--- src/rtl/ex_mem.sv ---
// EX/MEM pipeline register: registers execute-stage GPR/HILO results for the
// memory stage and carries multiply-accumulate progress across execute stalls.
module ex_mem (
  input  logic        clk,
  input  logic        rst_n,
  input  logic        stall_ex,
  input  logic        stall_mem,
  input  logic        flush,
  input  logic [4:0]  ex_w_reg_addr,
  input  logic [31:0] ex_w_reg_data,
  input  logic        ex_w_reg_en,
  input  logic [31:0] ex_hi,
  input  logic [31:0] ex_lo,
  input  logic        ex_hilo_wen,
  input  logic [63:0] ex_hilo_temp,
  input  logic [1:0]  ex_cnt,
  output logic [4:0]  mem_w_reg_addr,
  output logic [31:0] mem_w_reg_data,
  output logic        mem_w_reg_en,
  output logic [31:0] mem_hi,
  output logic [31:0] mem_lo,
  output logic        mem_hilo_wen,
  output logic        mem_valid,
  output logic [63:0] hilo_temp_out,
  output logic [1:0]  cnt_out
);

  typedef struct packed {
    logic [4:0]  addr;
    logic [31:0] data;
    logic        en;
    logic [31:0] hi;
    logic [31:0] lo;
    logic        hilo_wen;
  } slot_t;

  slot_t       w_in;
  slot_t       r_slot;
  logic        r_valid;
  logic [63:0] r_hilo_temp;
  logic [1:0]  r_cnt;
  logic        w_bubble;
  logic        w_capture;

  assign w_in      = '{addr: ex_w_reg_addr, data: ex_w_reg_data, en: ex_w_reg_en,
                       hi: ex_hi, lo: ex_lo, hilo_wen: ex_hilo_wen};
  assign w_bubble  = stall_ex & ~stall_mem;
  // stall_ex=0 with stall_mem=1 cannot legally occur; it falls through to hold.
  assign w_capture = ~stall_ex & ~stall_mem;

  always_ff @(posedge clk or negedge rst_n) begin
    if (!rst_n) begin
      r_slot      <= '0;
      r_valid     <= 1'b0;
      r_hilo_temp <= '0;
      r_cnt       <= '0;
    end else if (flush) begin
      r_slot      <= '0;
      r_valid     <= 1'b0;
      r_hilo_temp <= '0;
      r_cnt       <= '0;
    end else if (w_bubble) begin
      // Bubble keeps the multiply-accumulate partial product alive for execute.
      r_slot      <= '0;
      r_valid     <= 1'b0;
      r_hilo_temp <= ex_hilo_temp;
      r_cnt       <= ex_cnt;
    end else if (w_capture) begin
      r_slot      <= w_in;
      r_valid     <= 1'b1;
      r_hilo_temp <= '0;
      r_cnt       <= '0;
    end
  end

  assign mem_w_reg_addr = r_slot.addr;
  assign mem_w_reg_data = r_slot.data;
  assign mem_w_reg_en   = r_slot.en;
  assign mem_hi         = r_slot.hi;
  assign mem_lo         = r_slot.lo;
  assign mem_hilo_wen   = r_slot.hilo_wen;
  assign mem_valid      = r_valid;
  assign hilo_temp_out  = r_hilo_temp;
  assign cnt_out        = r_cnt;

endmodule

--- config.mk ---
export PLATFORM = sky130hd
export DESIGN_NAME = ex_mem
export DESIGN_NICKNAME = d
export VERILOG_FILES = /design/src/rtl/ex_mem.sv
export SDC_FILE = /design/constraint.sdc
export NUM_CORES = 1
export LEC_CHECK = 0
export ABC_AREA = 1
export CAP_MARGIN = 10
export CORE_AREA = 2 2 134 136
export CTS_BUF_LIST = sky130_fd_sc_hd__clkbuf_8
export CTS_CLUSTER_SIZE = 12
export DETAILED_ROUTE_END_ITERATION = 8
export DIE_AREA = 0 0 136 138
export PLACE_DENSITY = 0.81
export SLEW_MARGIN = 20
export SYNTH_ARGS = -nofsm -noshare
export SYNTH_HDL_FRONTEND = slang
export SYNTH_SLANG_ARGS = --single-unit
export TNS_END_PERCENT = 10
--- constraint.sdc ---
create_clock -name clk -period 1.2 [get_ports clk]
set_clock_uncertainty 0.15 [all_clocks]
set_input_delay 0.3 -clock clk [delete_from_list [all_inputs] [get_ports clk]]
set_output_delay 0.3 -clock clk [all_outputs]
set_load 0.01 [all_outputs]
==> impl_metrics.csv, run 1 <==
group,metric,value,unit
route,drt_wl_total,23130,um
synth,seq_area_frac_synth,64.02,%
worst_setup_path,path_buf_inv,1,
power_and_ir_drop,ir_drop,0.0005763,V
worst_setup_path,max_stage_delay,440,ps
clock_tree,cts_made_buffers,17,
clock_tree,cts_root_buf,"clkbuf_8",
floorplan,start_util,37.90,%
cells_and_area,n_antenna_cell,0,
route,avgViaCountPerCell,4.864,
floorplan,die_w,136,um
floorplan,dieArea,0.01877,mm2
sta,period_minus_slack,1473,ps
worst_setup_path,worstPathMaxFanout,2,
sta,slew_viol_final,0,
worst_setup_path,reg2reg_slack,120,ps
worst_setup_path,setup.worst_path.class,"reg2out",
global_routing,grt_pass1_wl,35690,um
cells_and_area,layout_commonest_cell,"nand2_1",
clock_tree,cts.path.max_buffers,2,
run_status,status,"finished, violations left",
run_status,violations,"negative setup slack",
sta,setup_viol,170,
power_and_ir_drop,total_power,0.01186,W
clock_tree,cts_tree,"done",
sta,rsz0062_at_grt,"true",
worst_setup_path,cpMaxStageDelayCell,"dfrtp_1",
synth,syn-cell-area,0.006645,mm2
worst_setup_path,cp-end-kind,"primary output",
worst_setup_path,r2r_start,"mem_w_reg_data[24]$_DFFE_PN0P_",
sta,fmax,678.9,MHz
sta,hold_violations,0,
route,postRouteAntennaNets,0,
route,vias,7004,
cells_and_area,area_delta_synth_final,73.53,%
clock_tree,insertion_delay,440,ps
global_routing,gr-total-overflow,0,
worst_setup_path,rr_worst_depth,4,
placed_design,dp_slack,-599.4,ps
cells_and_area,drive_above_1_share,29.56,%
placed_design,gp_congestion,0.8135,
floorplan,coreArea,0.01753,mm2
synth,yosys-top-cells-area,"dfrtp_1, nand2_1, nand3_1, buf_2, buf_1",
placed_design,place.detailed.hpwl,16820,um
cells_and_area,nNetsFinal,1373,
synth,synth_area_leader_cell,"dfrtp_1",
sta,fin_crit_sh,122.7,%
clock_tree,ctsHtreeMaxLevel,4,
sta,worst_slack,-272.9,ps
synth,yosysWarningCount,0,
cells_and_area,layout_common_cells,"nand2_1, dfrtp_1, nand3_1, clkdlybuf4s50_1, buf_4",
synth,syn_inst,738,
synth,synth_cell_types,9,
route,wl_per_cell,16.06,um
clock_tree,cts.sinks,170,
worst_setup_path,crit_chain,"buf_6",
global_routing,grt_pass1_vias,6965,
global_routing,grtUsageTotal,24.27,%
power_and_ir_drop,powerDensity,1028,mW/mm2
floorplan,fp.dieH,138,um
sta,fin_hold_ws,132.3,ps
power_and_ir_drop,p_leak,6.415,nW
synth,synth_area_per_cell,9.004,um2
worst_setup_path,required,750,ps
global_routing,grt_antenna_before_repair,0,
placed_design,io_buffers,343,
route,drc_errors,0,
global_routing,grt_max_degree,41,
synth,syn-num-nets,912,
route,drt_iter0_drc,372,
clock_tree,path_clk_slew,90,ps
synth,synth_top_area_share,64.02,%
worst_setup_path,critPathLaunchType,"flip-flop",
hold_path,hold_path.class,"in2async",
synth,synth-seq-cells,170,
sta,setup_tns,-37910,ps
worst_setup_path,worstPathArrival,1020,ps
sta,slew_headroom,85.14,%
worst_setup_path,crit_family,"flip-flops",
worst_setup_path,r2r-end,"mem_w_reg_data[24]$_DFFE_PN0P_",
route,drtPass1Iterations,4,
flow_run,drv_cap,0,
floorplan,placement_rows,49,
floorplan,ios,344,
sta,tightest_slew,222.9,ps
how the worst max path moves through the flow:
stage | start | end | cells past startpoint | slack, ps
after floorplan | stall_ex | mem_w_reg_data[12]$_DFFE_PN0P_ | 5 | 20
after global placement | flush | mem_hi[26]$_DFFE_PN0P_ | 6 | -540
after detailed placement | flush | mem_hi[26]$_DFFE_PN0P_ | 6 | -600
after CTS | mem_w_reg_data[28]$_DFFE_PN0P_ | mem_w_reg_data[28] | 1 | -330
after global routing | mem_w_reg_data[28]$_DFFE_PN0P_ | mem_w_reg_data[28] | 1 | -340
final | mem_w_reg_data[28]$_DFFE_PN0P_ | mem_w_reg_data[28] | 1 | -270
cells by family after synthesis:
group | Yosys count | synth area share [%]
AND/OR/NAND/NOR | 512 | 32.33
flip-flops | 170 | 64.02
buffers and inverters | 56 | 3.653
power by group:
group	switching, W	internal, W	leakage [nW]
clock network	0.00217	0.00149	0.162
registers	0.000138	0.00594	2.32
logic	0.000906	0.00121	3.93
cells in the mapped netlist, drive strengths merged:
cell type	n
nand2	341
dfrtp	170
nand3	169
buf	43
clkbuf	11
inv	2
nor2	2
sequential cells by signal, summed over array words and instances (netlist names), 2 cells and up:
register,flops
mem_hi,32
mem_lo,32
cnt_out,2
mem_w_reg_addr,5
hilo_temp_out,64
mem_w_reg_data,32
area by class of cell:
| cell class | instances | area, um2 |
|---|---|---|
| clock buffers | 18 | 247.7 |
| clock inverters | 13 | 97.59 |
| fillers | 1376 | 6003 |
| inverters | 2 | 8.758 |
| multi-input cells | 512 | 2148 |
| flip-flops and latches | 170 | 4254 |
| well taps | 229 | 286.5 |
| repair buffers | 496 | 4488 |
per-layer routing:
layer  routed length, um  GRT usage [%]  share of wire, %
met5                   0              0                 0
met4                 759          9.978               3.3
met3                2352          8.581                10
met2               11110          39.70                48
met1                8906          29.04                39
through the flow:
| step | std cells | cell area [um2] | utilization [%] |
|---|---|---|---|
| floorplan | 738 | 6645 | - |
| global placement | 1347 | 11100 | 63.29 |
| detailed placement | 1347 | 11100 | 63.29 |
| CTS | 1433 | 11270 | 64.25 |
| global route | 1440 | 11530 | 65.76 |
| finish | 1440 | 11530 | 65.76 |
repair_timing:
action,in CTS,in global routing
endpoints found under the setup margin,332,170
resized for setup,728,34
hold buffers,1,0
buffers inserted,54,7
hold endpoints to repair,170,0
pin swaps,1,0
Power figures use the tool's default switching activity.
==> inputs of run 2 (changes only) <==
==> constraint.sdc (replaced) <==
create_clock -name clk -period 1.8 [get_ports clk]
set_clock_uncertainty 0.15 [all_clocks]
set_input_delay 0.45 -clock clk [delete_from_list [all_inputs] [get_ports clk]]
set_output_delay 0.45 -clock clk [all_outputs]
set_load 0.01 [all_outputs]
==> impl_metrics.csv, run 2 (synthesized netlist as in run 1, its figures left out) <==
group,metric,value,unit
run_status,status,"finished clean",
worst_setup_path,critPathLaunchType,"flip-flop",
sta,slew_headroom,75.26,%
sta,setup_viol,0,
flow_run,drv_cap,0,
sta,fmax,572.3,MHz
floorplan,start_util,37.90,%
floorplan,dieArea,0.01877,mm2
route,drc_errors,0,
cells_and_area,nNetsFinal,1265,
worst_setup_path,cpMaxStageDelayCell,"dfrtp_1",
global_routing,grt_max_degree,63,
cells_and_area,regArea,0.004254,mm2
worst_setup_path,required,1200,ps
sta,period_minus_slack,1747,ps
cells_and_area,multi_input_area,0.002148,mm2
cells_and_area,layout_common_cells,"nand2_1, clkdlybuf4s50_1, dfrtp_1",
global_routing,grt_pass1_wl,34800,um
placed_design,io_buffers,343,
sta,tightest_slew,371.1,ps
worst_setup_path,worstPathMaxFanout,2,
clock_tree,cts.sinks,170,
route,vias,6536,
sta,setup_tns,0,ps
power_and_ir_drop,ir_drop,0.0004291,V
worst_setup_path,path_buf_inv,1,
sta,fin_crit_sh,97.08,%
power_and_ir_drop,powerDensity,729.9,mW/mm2
cells_and_area,drive_above_1_share,7.337,%
worst_setup_path,cp-end-kind,"primary output",
sta,slew_viol_final,0,
clock_tree,cts_root_buf,"clkbuf_8",
cells_and_area,n_antenna_cell,0,
route,postRouteAntennaNets,0,
floorplan,die_w,136,um
floorplan,placement_rows,49,
hold_path,hold_path.class,"in2async",
global_routing,grtUsageTotal,23.63,%
cells_and_area,largest_register_ffs,64,
placed_design,gp_congestion,0.8153,
clock_tree,insertion_delay,440,ps
route,drtPass1Iterations,4,
worst_setup_path,max_stage_delay,400,ps
clock_tree,path_clk_slew,100,ps
route,drt_iter0_drc,327,
clock_tree,cts_made_buffers,17,
floorplan,fp.dieH,138,um
cells_and_area,layout_commonest_cell,"nand2_1",
floorplan,ios,344,
floorplan,coreArea,0.01753,mm2
cells_and_area,fillers,1506,
worst_setup_path,crit_chain,"dlygate4sd2_1",
clock_tree,cts.path.max_buffers,2,
cells_and_area,area_delta_synth_final,64.87,%
route,wl_per_cell,16.52,um
placed_design,place.detailed.hpwl,16090,um
worst_setup_path,worstPathArrival,1150,ps
worst_setup_path,setup.worst_path.class,"reg2out",
sta,rsz0062_at_grt,"false",
route,drt_wl_total,22030,um
global_routing,grt_pass1_vias,6575,
sta,fin_hold_ws,312.3,ps
global_routing,grt_antenna_before_repair,0,
global_routing,gr-total-overflow,0,
clock_tree,ctsHtreeMaxLevel,4,
sta,hold_violations,0,
worst_setup_path,crit_family,"flip-flops",
power_and_ir_drop,p_leak,6.213,nW
clock_tree,cts_tree,"done",
route,avgViaCountPerCell,4.903,
[run 2: cell types whose count changed in the layout (fill, tap and decap cells not counted)]
cell	previous run	this run
buf_12	23	24
buf_2	96	1
buf_4	128	20
buf_6	77	1
bufinv_16	0	2
clkdlybuf4s15_1	0	6
clkdlybuf4s50_1	169	171
clkinv_2	2	4
clkinvlp_4	6	3
dlygate4sd2_1	2	164
[run 2: worst paths after layout]
kind / startpoint / slack [ps] / cells past startpoint / endpoint
max: hilo_temp_out[36]$_DFFE_PN0P_ / 50 / 1 / hilo_temp_out[36]
min: rst_n / 310 / 2 / hilo_temp_out[5]$_DFFE_PN0P_
max reg2reg: mem_w_reg_data[24]$_DFFE_PN0P_ / 970 / 2 / mem_w_reg_data[24]$_DFFE_PN0P_
min reg2reg: mem_lo[27]$_DFFE_PN0P_ / 330 / 2 / mem_lo[27]$_DFFE_PN0P_
max in group asynchronous: rst_n / 640 / 3 / mem_w_reg_data[1]$_DFFE_PN0P_
min in group clk: mem_lo[27]$_DFFE_PN0P_ / 330 / 2 / mem_lo[27]$_DFFE_PN0P_
[run 2: repair_timing]
| item | CTS | global route |
|---|---|---|
| endpoints found under the hold margin | 26 | 0 |
| resized for setup | 172 | 4 |
| endpoints found under the setup margin | 170 | 4 |
| hold buffers | 1 | 0 |
| buffers inserted | 0 | 0 |
[run 2: metal layers]
metal | global-route usage, % | share of wire (%) | up-vias
met5 | 0 | 0 | -
met4 | 8.443 | 2.7 | 0
met3 | 8.251 | 9.9 | 37
met2 | 38.80 | 47 | 317
met1 | 28.76 | 40 | 3113
li1 | - | - | 3069
[run 2: stage by stage]
step	area, um2	util [%]	total power, W	setup WS, ps	instances
floorplan	6645	-	0.004455	471.8	738
global placement	10760	61.35	0.005439	-83.62	1300
detailed placement	10760	61.35	0.005458	-99.25	1300
CTS	10950	62.45	0.008086	13.53	1333
global route	10960	62.48	0.008358	1.924	1333
finish	10960	62.48	0.007997	52.52	1333
[run 2: where the power goes]
| group | leakage, nW | switching, W | internal (W) |
|---|---|---|---|
| logic | 3.70 | 0.000568 | 0.000667 |
| registers | 2.32 | 0.0000788 | 0.00396 |
| clock network | 0.197 | 0.00145 | 0.00128 |
| total | 6.21 | 0.00209 | 0.00590 |
[run 2: layout make-up]
cell class,count,area share (%)
repair buffers,388,35.28
clock inverters,14,1.325
well taps,229,2.615
multi-input cells,512,19.61
flip-flops and latches,170,38.83
clock buffers,18,2.261
inverters,2,0.07995
==> inputs of run 3 (changes only) <==
--- a/config.mk
+++ b/config.mk
@@ -7,12 +7,11 @@
 export LEC_CHECK = 0
 export ABC_AREA = 1
 export CAP_MARGIN = 10
-export CORE_AREA = 2 2 134 136
-export CTS_BUF_LIST = sky130_fd_sc_hd__clkbuf_8
+export CORE_AREA = 2 2 132 134
 export CTS_CLUSTER_SIZE = 12
 export DETAILED_ROUTE_END_ITERATION = 8
-export DIE_AREA = 0 0 136 138
-export PLACE_DENSITY = 0.81
+export DIE_AREA = 0 0 134 136
+export PLACE_DENSITY = 0.83
 export SLEW_MARGIN = 20
 export SYNTH_ARGS = -nofsm -noshare
 export SYNTH_HDL_FRONTEND = slang
==> constraint.sdc (replaced) <==
create_clock -name clk -period 1.9 [get_ports clk]
set_clock_uncertainty 0.15 [all_clocks]
set_input_delay 0.475 -clock clk [delete_from_list [all_inputs] [get_ports clk]]
set_output_delay 0.475 -clock clk [all_outputs]
set_load 0.01 [all_outputs]
==> impl_metrics.csv, run 3 (synthesized netlist as in run 1, its figures left out) <==
group,metric,value,unit
sta,fin_hold_ws,320.3,ps
worst_setup_path,crit_family,"flip-flops",
floorplan,ios,344,
cells_and_area,area_delta_synth_final,66.84,%
placed_design,place.detailed.hpwl,15550,um
cells_and_area,final_util,65.70,%
worst_setup_path,critPathLaunchType,"flip-flop",
sta,fin_crit_sh,91.95,%
worst_setup_path,worstPathMaxFanout,2,
clock_tree,cts.sinks,170,
worst_setup_path,cp-endpoint,"hilo_temp_out[30]",
sta,slew_viol_final,0,
worst_setup_path,cp-end-kind,"primary output",
cells_and_area,drive_above_1_share,7.169,%
sta,tightest_slew,448.8,ps
clock_tree,insertion_delay,420,ps
route,drt_iter0_drc,384,
cells_and_area,largest_register_ffs,64,
flow_run,drv_cap,0,
worst_setup_path,reg2reg_slack,1090,ps
worst_setup_path,path_buf_inv,1,
sta,period_minus_slack,1747,ps
route,wl_per_cell,16.08,um
route,drtPass1Iterations,5,
cells_and_area,layout_common_cells,"nand2_1, clkdlybuf4s50_1, dfrtp_1, dlygate4sd2_1, nand3_1",
placed_design,gp_congestion,0.8040,
worst_setup_path,worstPathArrival,1120,ps
worst_setup_path,rr_worst_depth,2,
clock_tree,cts.path.max_buffers,2,
worst_setup_path,setup.worst_path.class,"reg2out",
run_status,status,"finished clean",
worst_setup_path,required,1270,ps
sta,rsz0062_at_grt,"false",
clock_tree,cts_tree,"done",
cells_and_area,layout_commonest_cell,"nand2_1",
sta,fmax,572.4,MHz
worst_setup_path,worstSetupStartpoint,"hilo_temp_out[30]$_DFFE_PN0P_",
floorplan,placement_rows,48,
cells_and_area,fillers,1364,
placed_design,placedCellCount,1294,
hold_path,hold_depth,2,
worst_setup_path,r2r-end,"mem_w_reg_data[11]$_DFFE_PN0P_",
worst_setup_path,path_depth,1,
floorplan,start_util,39.38,%
clock_tree,path_clk_slew,70,ps
global_routing,grt_pass1_wl,33600,um
floorplan,die_w,134,um
global_routing,grt_antenna_before_repair,0,
clock_tree,cts_root_buf,"clkbuf_16",
global_routing,grtUsageTotal,23.61,%
route,drt_wl_total,21340,um
global_routing,gr-total-overflow,0,
floorplan,coreArea,0.01688,mm2
hold_path,hold_path.class,"reg2reg",
cells_and_area,n_antenna_cell,0,
route,postRouteAntennaNets,0,
sta,slew_headroom,70.08,%
clock_tree,ctsHtreeMaxLevel,4,
cells_and_area,nNetsFinal,1263,
power_and_ir_drop,p_leak,6.307,nW
clock_tree,cts_made_buffers,17,
global_routing,grt_max_degree,85,
route,drc_errors,0,
sta,hold_violations,0,
power_and_ir_drop,powerDensity,779.4,mW/mm2
floorplan,dieArea,0.01822,mm2
sta,setup_viol,0,
global_routing,grt_pass1_vias,6349,
worst_setup_path,cpMaxStageDelayCell,"dfrtp_1",
worst_setup_path,r2r_start,"mem_w_reg_data[11]$_DFFE_PN0P_",
route,avgViaCountPerCell,4.876,
route,vias,6470,
placed_design,io_buffers,343,
floorplan,fp.dieH,136,um
worst_setup_path,max_stage_delay,400,ps
worst_setup_path,crit_chain,"dlygate4sd2_1",
cells_and_area,fin_cells,1327,
power_and_ir_drop,ir_drop,0.0005917,V
run 3: changes by cell type in the layout (fill, tap and decap cells not counted), sizes merged:
cell / previous run / this run
clkbuf: 18 / 21
clkinvlp: 3 / 0
clkdlybuf4s15: 6 / 0
inv: 6 / 5
bufinv: 2 / 3
buf: 46 / 44
dlygate4sd2: 164 / 170
run 3: worst min-delay path by stage:
stage / from / to
2_1_floorplan: rst_n / cnt_out[0]$_DFFE_PN0P_
3_3_place_gp: rst_n / cnt_out[0]$_DFFE_PN0P_
3_5_place_dp: rst_n / cnt_out[0]$_DFFE_PN0P_
4_1_cts: hilo_temp_out[58]$_DFFE_PN0P_ / hilo_temp_out[58]$_DFFE_PN0P_
5_1_grt: cnt_out[1]$_DFFE_PN0P_ / cnt_out[1]$_DFFE_PN0P_
6_report: mem_w_reg_data[30]$_DFFE_PN0P_ / mem_w_reg_data[30]$_DFFE_PN0P_
run 3: metrics by stage:
stage                     worst slack (ps)  instance area [um2]  power, W  setup TNS (ps)
after floorplan                      546.8                 6645  0.004221               0
after global placement              -64.66                10660  0.005117           -1870
after detailed placement            -61.62                10660  0.005135           -2263
after CTS                            123.9                11090  0.008710               0
after global routing                 102.2                11090  0.008972               0
final                                152.9                11090  0.008642               0
run 3: layout make-up:
type	instances	area [um2]	share of cell area [%]
clock buffer	21	470.5	4.243
tap	225	281.5	2.539
multi-input combinational	512	2148	19.38
timing repair buffer	386	3767	33.98
inverter	2	8.758	0.07900
clock inverter	11	156.4	1.411
sequential	170	4254	38.37
run 3: metal layers:
metal	part of all wire, %	track usage [%]	vias up
met2	49	39.40	284
met4	2.5	9.102	0
met5	0	0	-
met1	39	28.80	3074
met3	9.6	7.271	43
li1	-	-	3069
run 3: power breakdown:
| group | internal (W) | switching [W] |
|---|---|---|
| Clock | 0.00220 | 0.00148 |
| Combinational | 0.000611 | 0.000524 |
| Sequential | 0.00375 | 0.0000733 |
| Total | 0.00657 | 0.00208 |
run 3: timing repair:
action | in CTS | in global routing
hold buffers | 1 | 0
endpoints found under the hold margin | 35 | 0
setup buffers | 0 | 0
endpoints found under the setup margin | 170 | 0
gates resized for setup | 170 | 0
